$ cat config.mk
export PLATFORM = sky130hd
export DESIGN_NAME = uart_rx_ctrl
export DESIGN_NICKNAME = d
export VERILOG_FILES = /design/src/rtl/uart_rx_pkg.sv /design/src/rtl/edge_bit_counter.sv /design/src/rtl/uart_rx_ctrl.sv
export SDC_FILE = /design/constraint.sdc
export NUM_CORES = 1
export LEC_CHECK = 0
export CAP_MARGIN = 40
export CORE_ASPECT_RATIO = 1.4
export CORE_MARGIN = 4
export CORE_UTILIZATION = 58
export DETAILED_ROUTE_END_ITERATION = 7
export HOLD_SLACK_MARGIN = 0.1
export PLACE_DENSITY = 0.91
export SLEW_MARGIN = 15
export SYNTH_ARGS = -nofsm -noshare
export SYNTH_HDL_FRONTEND = slang
export SYNTH_HIERARCHICAL = 1
export SYNTH_SLANG_ARGS = --single-unit
export TNS_END_PERCENT = 5
$ cat constraint.sdc
create_clock -name clk -period 5.6 [get_ports clk]
set_input_delay 1.12 -clock clk [delete_from_list [all_inputs] [get_ports clk]]
set_output_delay 1.12 -clock clk [all_outputs]
set_load 0.005 [all_outputs]
$ cat src/rtl/uart_rx_pkg.sv
// Shared definitions for the UART receive controller: FSM encoding,
// legal oversampling ratios and the default payload width.
package uart_rx_pkg;

    typedef enum logic [2:0] {
        IDLE   = 3'd0,
        START  = 3'd1,
        DATA   = 3'd2,
        PARITY = 3'd3,
        STOP   = 3'd4
    } rx_state_t;

    localparam int PRESCALE_8         = 8;
    localparam int PRESCALE_16        = 16;
    localparam int PRESCALE_32        = 32;
    localparam int DEFAULT_DATA_WIDTH = 8;

    // Bit index runs start(0), data(1..DW), parity(DW+1), stop(DW+2).
    function automatic int bit_cnt_width(input int data_width);
        return $clog2(data_width + 3);
    endfunction

endpackage

$ cat src/rtl/edge_bit_counter.sv
// Oversampling edge counter and frame bit counter; both clear while disabled.
module edge_bit_counter #(
    parameter int Prescale_width = 6,
    parameter int BIT_CNT_W      = 4
) (
    input  logic                      clk,
    input  logic                      reset_n,
    input  logic                      enable,
    input  logic [Prescale_width-1:0] prescale,
    output logic [Prescale_width-1:0] edge_cnt,
    output logic [BIT_CNT_W-1:0]      bit_cnt,
    output logic                      edge_wrap
);

    localparam logic [Prescale_width-1:0] EDGE_ONE = 1;
    localparam logic [BIT_CNT_W-1:0]      BIT_ONE  = 1;

    // Wrap is decoded without the enable so the FSM can use it to pick
    // the enable without forming a combinational loop.
    assign edge_wrap = (edge_cnt == prescale - EDGE_ONE);

    always_ff @(posedge clk or negedge reset_n) begin
        if (!reset_n) begin
            edge_cnt <= '0;
            bit_cnt  <= '0;
        end else if (!enable) begin
            edge_cnt <= '0;
            bit_cnt  <= '0;
        end else if (edge_wrap) begin
            edge_cnt <= '0;
            bit_cnt  <= bit_cnt + BIT_ONE;
        end else begin
            edge_cnt <= edge_cnt + EDGE_ONE;
        end
    end

endmodule

$ cat src/rtl/uart_rx_ctrl.sv
// UART receive controller: frame FSM, LSB-first shift register, parity and
// stop checks, with one-cycle result pulses at frame end.
module uart_rx_ctrl
    import uart_rx_pkg::*;
#(
    parameter int Prescale_width = 6,
    parameter int DATA_WIDTH     = DEFAULT_DATA_WIDTH
) (
    input  logic                      clk,
    input  logic                      reset_n,
    input  logic                      RX_IN,
    input  logic [Prescale_width-1:0] Prescale,
    input  logic                      PAR_EN,
    input  logic                      PAR_TYP,
    input  logic                      sampled_bit,
    output logic [Prescale_width-1:0] edge_cnt,
    output logic                      dat_samp_en,
    output logic [DATA_WIDTH-1:0]     P_DATA,
    output logic                      data_valid,
    output logic                      par_err,
    output logic                      stp_err
);

    localparam int BIT_CNT_W = bit_cnt_width(DATA_WIDTH);

    rx_state_t                 state, next_state;
    logic [Prescale_width-1:0] prescale_q;
    logic                      par_en_q, par_typ_q, par_flag;
    logic [DATA_WIDTH-1:0]     shift_q;
    logic [BIT_CNT_W-1:0]      bit_cnt;
    logic                      edge_wrap, cnt_en, capture, last_data, frame_ok;

    edge_bit_counter #(
        .Prescale_width(Prescale_width),
        .BIT_CNT_W     (BIT_CNT_W)
    ) u_cnt (
        .clk      (clk),
        .reset_n  (reset_n),
        .enable   (cnt_en),
        .prescale (prescale_q),
        .edge_cnt (edge_cnt),
        .bit_cnt  (bit_cnt),
        .edge_wrap(edge_wrap)
    );

    assign capture     = (edge_cnt == (prescale_q >> 1));
    assign last_data   = (bit_cnt == BIT_CNT_W'(DATA_WIDTH));
    assign dat_samp_en = (state != IDLE);
    assign frame_ok    = sampled_bit && !(par_flag && par_en_q);

    always_ff @(posedge clk or negedge reset_n) begin
        if (!reset_n) state <= IDLE;
        else          state <= next_state;
    end

    always_comb begin
        next_state = state;
        case (state)
            IDLE:    if (!RX_IN) next_state = START;
            START: begin
                if (capture && sampled_bit) next_state = IDLE;
                else if (edge_wrap)         next_state = DATA;
            end
            DATA:    if (edge_wrap && last_data) next_state = par_en_q ? PARITY : STOP;
            PARITY:  if (edge_wrap) next_state = STOP;
            STOP:    if (capture) next_state = IDLE;
            default: next_state = IDLE;
        endcase
        // Counters start at 0 in the first START cycle and clear on any return to IDLE.
        cnt_en = (state != IDLE) && (next_state != IDLE);
    end

    always_ff @(posedge clk or negedge reset_n) begin
        if (!reset_n) begin
            prescale_q <= '0;
            par_en_q   <= 1'b0;
            par_typ_q  <= 1'b0;
            par_flag   <= 1'b0;
            shift_q    <= '0;
            P_DATA     <= '0;
            data_valid <= 1'b0;
            par_err    <= 1'b0;
            stp_err    <= 1'b0;
        end else begin
            data_valid <= 1'b0;
            par_err    <= 1'b0;
            stp_err    <= 1'b0;
            if (state == IDLE && !RX_IN) begin
                prescale_q <= Prescale;
                par_en_q   <= PAR_EN;
                par_typ_q  <= PAR_TYP;
                par_flag   <= 1'b0;
            end
            if (state == DATA && capture)
                shift_q <= {sampled_bit, shift_q[DATA_WIDTH-1:1]};
            if (state == PARITY && capture)
                par_flag <= sampled_bit ^ (^shift_q) ^ par_typ_q;
            // Frame ends at the stop capture, leaving half a bit of drift margin.
            if (state == STOP && capture) begin
                stp_err    <= ~sampled_bit;
                par_err    <= par_flag && par_en_q;
                data_valid <= frame_ok;
                if (frame_ok) P_DATA <= shift_q;
            end
        end
    end

endmodule

==> results.md, run 1 <==
- Status: completed
- CP Cell Sequence: clkdlybuf4s50_1 -> inv_1 -> o41ai_1 -> o21ai_0 -> o21ai_1 -> nor2_1
- CP max stage delay: 0.58 ns
- Syn avg cell area: 12.0 um^2
- Depth of the CTS H-tree: 2
- Worst Hold Class: flop to flop
- Routed Antenna Nets: 0
- Pin count of the biggest net entering global routing: 42
- Global-route met2 utilization: 35.0%
- Pwr Total: 1.21 mW
- Total grt overflow: 0
- First-pass GRT wire length: 6.89 mm
- Worst setup path startpoint: sampled_bit
- FMAX: 0.355 GHz
- RSZ-0062 raised after global routing: false
- Final critical-path required period: 2.81 ns
- CP Class: input port to flop
- CP top delay family: compound AO/OA/AOI/OAI gates
- YS warnings: 6
- Critical Path Sink: u_cnt/edge_cnt[2]$_DFF_PN0_
- Final setup viols: 0
- Initial DRT Pass Iterations: 4
- CTS Hold Buffers Added: 0
- Total of max-cap violations: 0
- Final wirelength: 4.21 mm
- Final period util: 50.3%
- Fillers: 216
- I/O Pins: 30
- Gr usage total: 19.4%
- FP Rows: 25
- Number of global-route vias before repair: 1539
- Worst R2R Path Depth: 6
- Post-CTS setup buffers: 0
- Synthesized cell area: 0.00210 mm^2
- Worst slew pin tran: 0.721 ns
- Max IR drop VDD: 0.334 mV
- Crit-path max FO: 8
- DP Wirelength: 3.03 mm
- Longest Clk Path Bufs: 2
- Most frequent cells in the layout: dfrtp_1, clkdlybuf4s50_1, nor2_1
- Pwr/cell area: 470 mW/mm^2
- Setup TNS: 0 ns
- Rel. slew slack: 51.4%
- Worst reg2reg setup slack: 2.91 ns
- Die X: 58.8 um
- Count of cell types in the netlist: 40
- Initial DRC count: 51
- Met3 usage: 3.74%
- Die ar.: 0.00466 mm^2
- CTS buffer count: 5
- Reg clk slew, reported paths: 0.08 ns
- Initial antenna violation count: 0
- Routing usage on met1: 21.9%
- Post-Layout Inst Area: 0.00257 mm^2
- CTS tree: built
- Critical path startpoint category: input port
- P&R area growth vs syn: 22.6%
- Antenna diodes: 0
- Skew final: 0.00743 ns
- Clk_lat worst skew: 0.29 ns
- PostCTS Resize Cnt: 0
- Syn_nets: 190
- Die Height: 79.2 um
- Final Util: 74.8%
- Multi-input logic area: 0.00103 mm^2
- Via-to-Cell Ratio: 5.84
- Initial Util: 61.0%
- Root Buffer: clkbuf_8
- Mapped Cells: 175
- Hold slack: 0.518 ns
- Placer Congestion: 0.825
- Hold Path Stages: 1
- CP bufs+invs: 2
- R2r endpoint: u_cnt/edge_cnt[2]$_DFF_PN0_
- Global route hottest layer: met2
- #FFs+latches synth: 41
- Pins Over Slew Limit: 0
- Storage cell area: 0.00103 mm^2
- Final Net Count: 226
- Crit path arrival time: 2.97 ns
- Area after DPL: 0.00241 mm^2
- Port bufs: 29
- Vias: 1472
- Leakage: 1.17 nW
- Crit. End Element: flop
- Commonest non-fill, non-tap cell in the layout: dfrtp_1
- Fraction of layout cells with a size suffix above 1: 18.4%
- Register area share after synthesis: 48.9%
- Worst r2r src: u_cnt/edge_cnt[2]$_DFF_PN0_
- Sink Count: 41
- Drc violations: 0
- Number of cells on the critical path: 6
- Count of final hold-check violations: 0
- Critical path's slowest cell: clkdlybuf4s50_1
- WL/cell: 16.7 um
- Critical Path RT: 5.76 ns
- Core ar.: 0.00344 mm^2
cells in the mapped netlist:
cell type  count  area share [%]
dfrtp_1       41              49
nor2_1        16             2.9
mux2_2        15             8.0
xnor2_1       14             5.8
nand2_1       12             2.1
mux2_4         8             5.7
xor2_1         8             3.3
inv_1          6             1.1
nand2b_1       6             1.8
nand3_1        5             1.2
mux2i_1        4             1.9
a21oi_1        3            0.72
ha_1           3             1.8
nor4_1         3            0.89
o21ai_0        3            0.72
buf_6          2             1.1
nor3_1         2            0.48
or4_1          2            0.72
a211o_1        1            0.42
a21boi_1       1            0.36
a32o_1         1            0.48
a32oi_1        1            0.42
nand4_1        1            0.30
nand4b_1       1            0.42
nand4b_4       1             1.1
nor2b_1        1            0.30
nor3b_1        1            0.36
nor4_2         1            0.60
nor4_4         1             1.0
nor4b_1        1            0.42
o211a_1        1            0.48
o21ai_1        1            0.24
o22ai_1        1            0.30
o31a_1         1            0.42
o31a_2         1            0.48
o31ai_1        1            0.36
o41ai_1        1            0.42
or3_1          1            0.30
or4_4          1            0.54
xnor3_1        1             1.1
power breakdown:
part	internal, mW	switching (mW)	total, mW
clock network	0.177	0.103	0.280
registers	0.363	0.107	0.469
logic	0.233	0.227	0.460
total	0.773	0.436	1.21
state kept, by name, summed over array words and instances, names as in the netlist:
name and count:
data_valid 1, par_err 1, stp_err 1, par_en_q 1, prescale_q 6, state 3, u_cnt/edge_cnt 6, par_flag 1
par_typ_q 1, P_DATA 8, u_cnt/bit_cnt 4, shift_q 8
per-layer routing:
metal  wire (um)  share of wire (%)
met5           0                  0
met4          98                2.3
met3         173                4.1
met2        2270                 54
met1        1670                 40
per-stage QoR:
step	setup WS, ns	std cells
6_report	2.79	252
3_3_place_gp	2.64	242
2_1_floorplan	3.24	175
3_5_place_dp	2.47	242
4_1_cts	2.76	250
5_1_grt	2.61	252
logic make-up (layout without fill, tap and decap cells):
| kind of cell | after synthesis | after routing | share of synthesized area, % |
|---|---|---|---|
| buffers and inverters | 8 | 45 | 2.15 |
| and+or+nand+nor | 56 | 56 | 15.4 |
| DFF | 41 | 41 | 48.9 |
| adders and majority gates | 3 | 3 | 1.79 |
| muxes | 27 | 27 | 15.7 |
| AOI/OAI and AO/OA | 17 | 17 | 5.78 |
| xor gates and xnor gates | 23 | 23 | 10.3 |
area by class of cell:
class                           instances  share of cell area (%)
Multi-Input combinational cell        126                    39.9
Sequential cell                        41                    39.9
Timing Repair Buffer                   31                    12.2
Clock buffer                            5                    2.68
Clock inverter                          3                    2.53
Tap cell                               40                    1.95
Inverter                                6                   0.875
worst min-delay path by stage:
stage	start	to
finish	P_DATA[4]$_DFFE_PN0P_	P_DATA[4]$_DFFE_PN0P_
global route	P_DATA[5]$_DFFE_PN0P_	P_DATA[5]$_DFFE_PN0P_
CTS	P_DATA[4]$_DFFE_PN0P_	P_DATA[4]$_DFFE_PN0P_
detailed placement	P_DATA[4]$_DFFE_PN0P_	P_DATA[4]$_DFFE_PN0P_
global placement	P_DATA[2]$_DFFE_PN0P_	P_DATA[2]$_DFFE_PN0P_
floorplan	par_typ_q$_DFFE_PN0P_	par_typ_q$_DFFE_PN0P_
(Power assumes the default switching activity.)
==> run 2, diff against run 1 <==
--- a/config.mk
+++ b/config.mk
@@ -8,10 +8,10 @@
 export CAP_MARGIN = 40
 export CORE_ASPECT_RATIO = 1.4
 export CORE_MARGIN = 4
-export CORE_UTILIZATION = 58
+export CORE_UTILIZATION = 54
 export DETAILED_ROUTE_END_ITERATION = 7
 export HOLD_SLACK_MARGIN = 0.1
-export PLACE_DENSITY = 0.91
+export PLACE_DENSITY = 0.86
 export SLEW_MARGIN = 15
 export SYNTH_ARGS = -nofsm -noshare
 export SYNTH_HDL_FRONTEND = slang
==> constraint.sdc (replaced) <==
create_clock -name clk -period 2.64 [get_ports clk]
set_input_delay 0.528 -clock clk [delete_from_list [all_inputs] [get_ports clk]]
set_output_delay 0.528 -clock clk [all_outputs]
set_load 0.005 [all_outputs]
==> results.md, run 2 (same netlist as run 1, synthesis figures left out) <==
- Status: completed (unchanged)
- Clock power share: 19.8% (was 23.1%)
- Initial DRC count: 40 (was 51)
- Number of global-route vias before repair: 1464 (was 1539)
- Final critical-path required period: 2.46 ns
- FP Rows: 26 (was 25)
- Depth of the CTS H-tree: 2 (unchanged)
- Pins Over Slew Limit: 0 (unchanged)
- RSZ-0062 raised after global routing: false (unchanged)
- Gr usage total: 18.7% (was 19.4%)
- Pin count of the biggest net entering global routing: 29 (was 42)
- Fraction of layout cells with a size suffix above 1: 21.6% (was 18.4%)
- Hold slack: 0.126 ns (was 0.518 ns)
- DP Wirelength: 3.04 mm (was 3.03 mm)
- Sequential share of power: 37.8% (was 38.8%)
- Worst r2r src: prescale_q[3]$_DFFE_PN0P_ (was u_cnt/edge_cnt[2]$_DFF_PN0_)
- Count of final hold-check violations: 0 (unchanged)
- Initial antenna violation count: 0 (unchanged)
- CTS tree: built (unchanged)
- Placer Congestion: 0.881 (was 0.825)
- Max IR drop VDD: 0.799 mV (was 0.334 mV)
- First-pass GRT wire length: 6.84 mm (was 6.89 mm)
- Net Switching: 0.954 mW (was 0.436 mW)
- Total grt overflow: 0 (unchanged)
- Largest registers: P_DATA: 8 flops, shift_q: 8 flops (unchanged)
- CP top delay family: simple AND/OR/NAND/NOR gates (was compound AO/OA/AOI/OAI gates)
- Antenna diodes: 0 (unchanged)
- Crit path arrival time: 2.64 ns (was 2.97 ns)
- Final setup viols: 0 (unchanged)
- Setup TNS: 0 ns (unchanged)
- Critical Path Sink: shift_q[5]$_DFFE_PN0P_ (was u_cnt/edge_cnt[2]$_DFF_PN0_)
- Switching share of power: 37.4% (was 36.1%)
- CP Cell Sequence: xor2_1 -> or4_1 -> or4_4 -> mux2_4 (was clkdlybuf4s50_1 -> inv_1 -> o41ai_1 -> o21ai_0 -> o21ai_1 -> nor2_1)
- Root Buffer: clkbuf_8 (unchanged)
- Initial DRT Pass Iterations: 4 (unchanged)
- Pwr/cell area: 976 mW/mm^2 (was 470 mW/mm^2)
- Worst Hold Class: input port to asynchronous set/reset pin (was flop to flop)
- Dpl ws: 0.199 ns (was 2.47 ns)
- Dpl cells: 252 (was 242)
- Die X: 60.7 um (was 58.8 um)
- Final Util: 70.4% (was 74.8%)
- Routed Antenna Nets: 0 (unchanged)
- Die Height: 81.8 um (was 79.2 um)
- Commonest non-fill, non-tap cell in the layout: dfrtp_1 (unchanged)
- Gate power share: 42.3% (was 38.1%)
- Area after DPL: 0.00249 mm^2 (was 0.00241 mm^2)
- Die ar.: 0.00496 mm^2 (was 0.00466 mm^2)
- Internal: 1.60 mW (was 0.773 mW)
- Crit-path max FO: 9 (was 8)
- Critical Path RT: 2.82 ns (was 5.76 ns)
- CP max stage delay: 0.69 ns (was 0.58 ns)
- Post-Layout Inst Area: 0.00261 mm^2 (was 0.00257 mm^2)
- I/O Pins: 30 (unchanged)
- Worst reg2reg setup slack: 0.18 ns (was 2.91 ns)
- Initial Util: 56.6% (was 61.0%)
- Drc violations: 0 (unchanged)
- Reg clk slew, reported paths: 0.08 ns (about the same)
- CTS buffer count: 5 (unchanged)
- Layout Cells excl Fill: 260 (was 252)
- Final wirelength: 4.07 mm (was 4.21 mm)
- P&R area growth vs syn: 24.4% (was 22.6%)
- Critical path startpoint category: flop (was input port)
- Post-CTS setup buffers: 0 (unchanged)
- Crit. End Element: flop (unchanged)
- CTS Hold Buffers Added: 0 (unchanged)
- PostCTS Resize Cnt: 0 (unchanged)
- Core ar.: 0.00371 mm^2 (was 0.00344 mm^2)
- Worst R2R Path Depth: 4 (was 6)
- WL/cell: 15.7 um (was 16.7 um)
- Most frequent cells in the layout: dfrtp_1, clkdlybuf4s50_1, nor2_1 (unchanged)
- CP Class: flop to flop (was input port to flop)
- Skew final: 0.00544 ns (was 0.00743 ns)
- Critical path's slowest cell: or4_1 (was clkdlybuf4s50_1)
- Final Net Count: 232 (was 226)
- Final period util: 93.2%
- CP bufs+invs: 0 (was 2)
- Port bufs: 29 (unchanged)
- FMAX: 0.406 GHz
- Number of cells on the critical path: 4 (was 6)
- Total of max-cap violations: 0 (unchanged)
- Via-to-Cell Ratio: 5.57 (was 5.84)
- Vias: 1448 (was 1472)
- R2r endpoint: shift_q[5]$_DFFE_PN0P_ (was u_cnt/edge_cnt[2]$_DFF_PN0_)
- Pwr Total: 2.55 mW (was 1.21 mW)
- Rel. slew slack: 74.2% (was 51.4%)
- Worst setup path startpoint: prescale_q[3]$_DFFE_PN0P_ (was sampled_bit)
- Clk_lat worst skew: 0.29 ns (about the same)
- Longest Clk Path Bufs: 2 (unchanged)
- Leakage: 1.19 nW (was 1.17 nW)
- Worst slew pin tran: 0.383 ns (was 0.721 ns)
- Sink Count: 41 (unchanged)
- Setup ws final: 0.180 ns (was 2.79 ns)
==> run 2: area by class of cell <==
type | count | area (um^2)
Sequential cell | 41 | 1030
Clock buffer | 5 | 68.8
Tap cell | 42 | 52.6
Inverter | 6 | 22.5
Fill cell | 292 | 1100
Timing Repair Buffer | 37 | 358
Multi-Input combinational cell | 126 | 1040
Clock inverter | 3 | 46.3
==> run 2: metal layers <==
layer  up-vias  GRT usage [%]  part of all wire [%]
met5         -              0                     0
met4         0           6.72                   2.5
met3        11           4.40                   4.7
met2        40           33.3                    52
met1       699           21.5                    41
li1        698              -                     -
==> run 2: worst min path at each step <==
stage | depth (start not counted) | slack, ns | from | endpoint
CTS | 1 | 0.13 | reset_n | prescale_q[5]$_DFFE_PN0P_
global placement | 1 | 0.49 | P_DATA[2]$_DFFE_PN0P_ | P_DATA[2]$_DFFE_PN0P_
finish | 1 | 0.13 | reset_n | par_flag$_DFFE_PN0P_
detailed placement | 1 | 0.45 | reset_n | par_flag$_DFFE_PN0P_
global route | 1 | 0.14 | reset_n | prescale_q[5]$_DFFE_PN0P_
floorplan | 0 | 0.23 | reset_n | P_DATA[0]$_DFFE_PN0P_
==> run 2: power by group through the flow <==
stage / Clock, mW / Sequential (mW) / Combinational (mW)
detailed placement: 0 / 0.974 / 1.06
global placement: 0 / 0.969 / 1.02
CTS: 0.516 / 0.964 / 1.07
global route: 0.547 / 0.995 / 1.20
finish: 0.505 / 0.965 / 1.08
floorplan: 0 / 0.948 / 0.757
==> run 3, diff against run 2 <==
--- a/config.mk
+++ b/config.mk
@@ -5,6 +5,7 @@
 export SDC_FILE = /design/constraint.sdc
 export NUM_CORES = 1
 export LEC_CHECK = 0
+export ABC_CLOCK_PERIOD_IN_PS = 2640
 export CAP_MARGIN = 40
 export CORE_ASPECT_RATIO = 1.4
 export CORE_MARGIN = 4
==> results of run 3 <==
No change in the layout: final DEF, timing and power equal those of run 2.
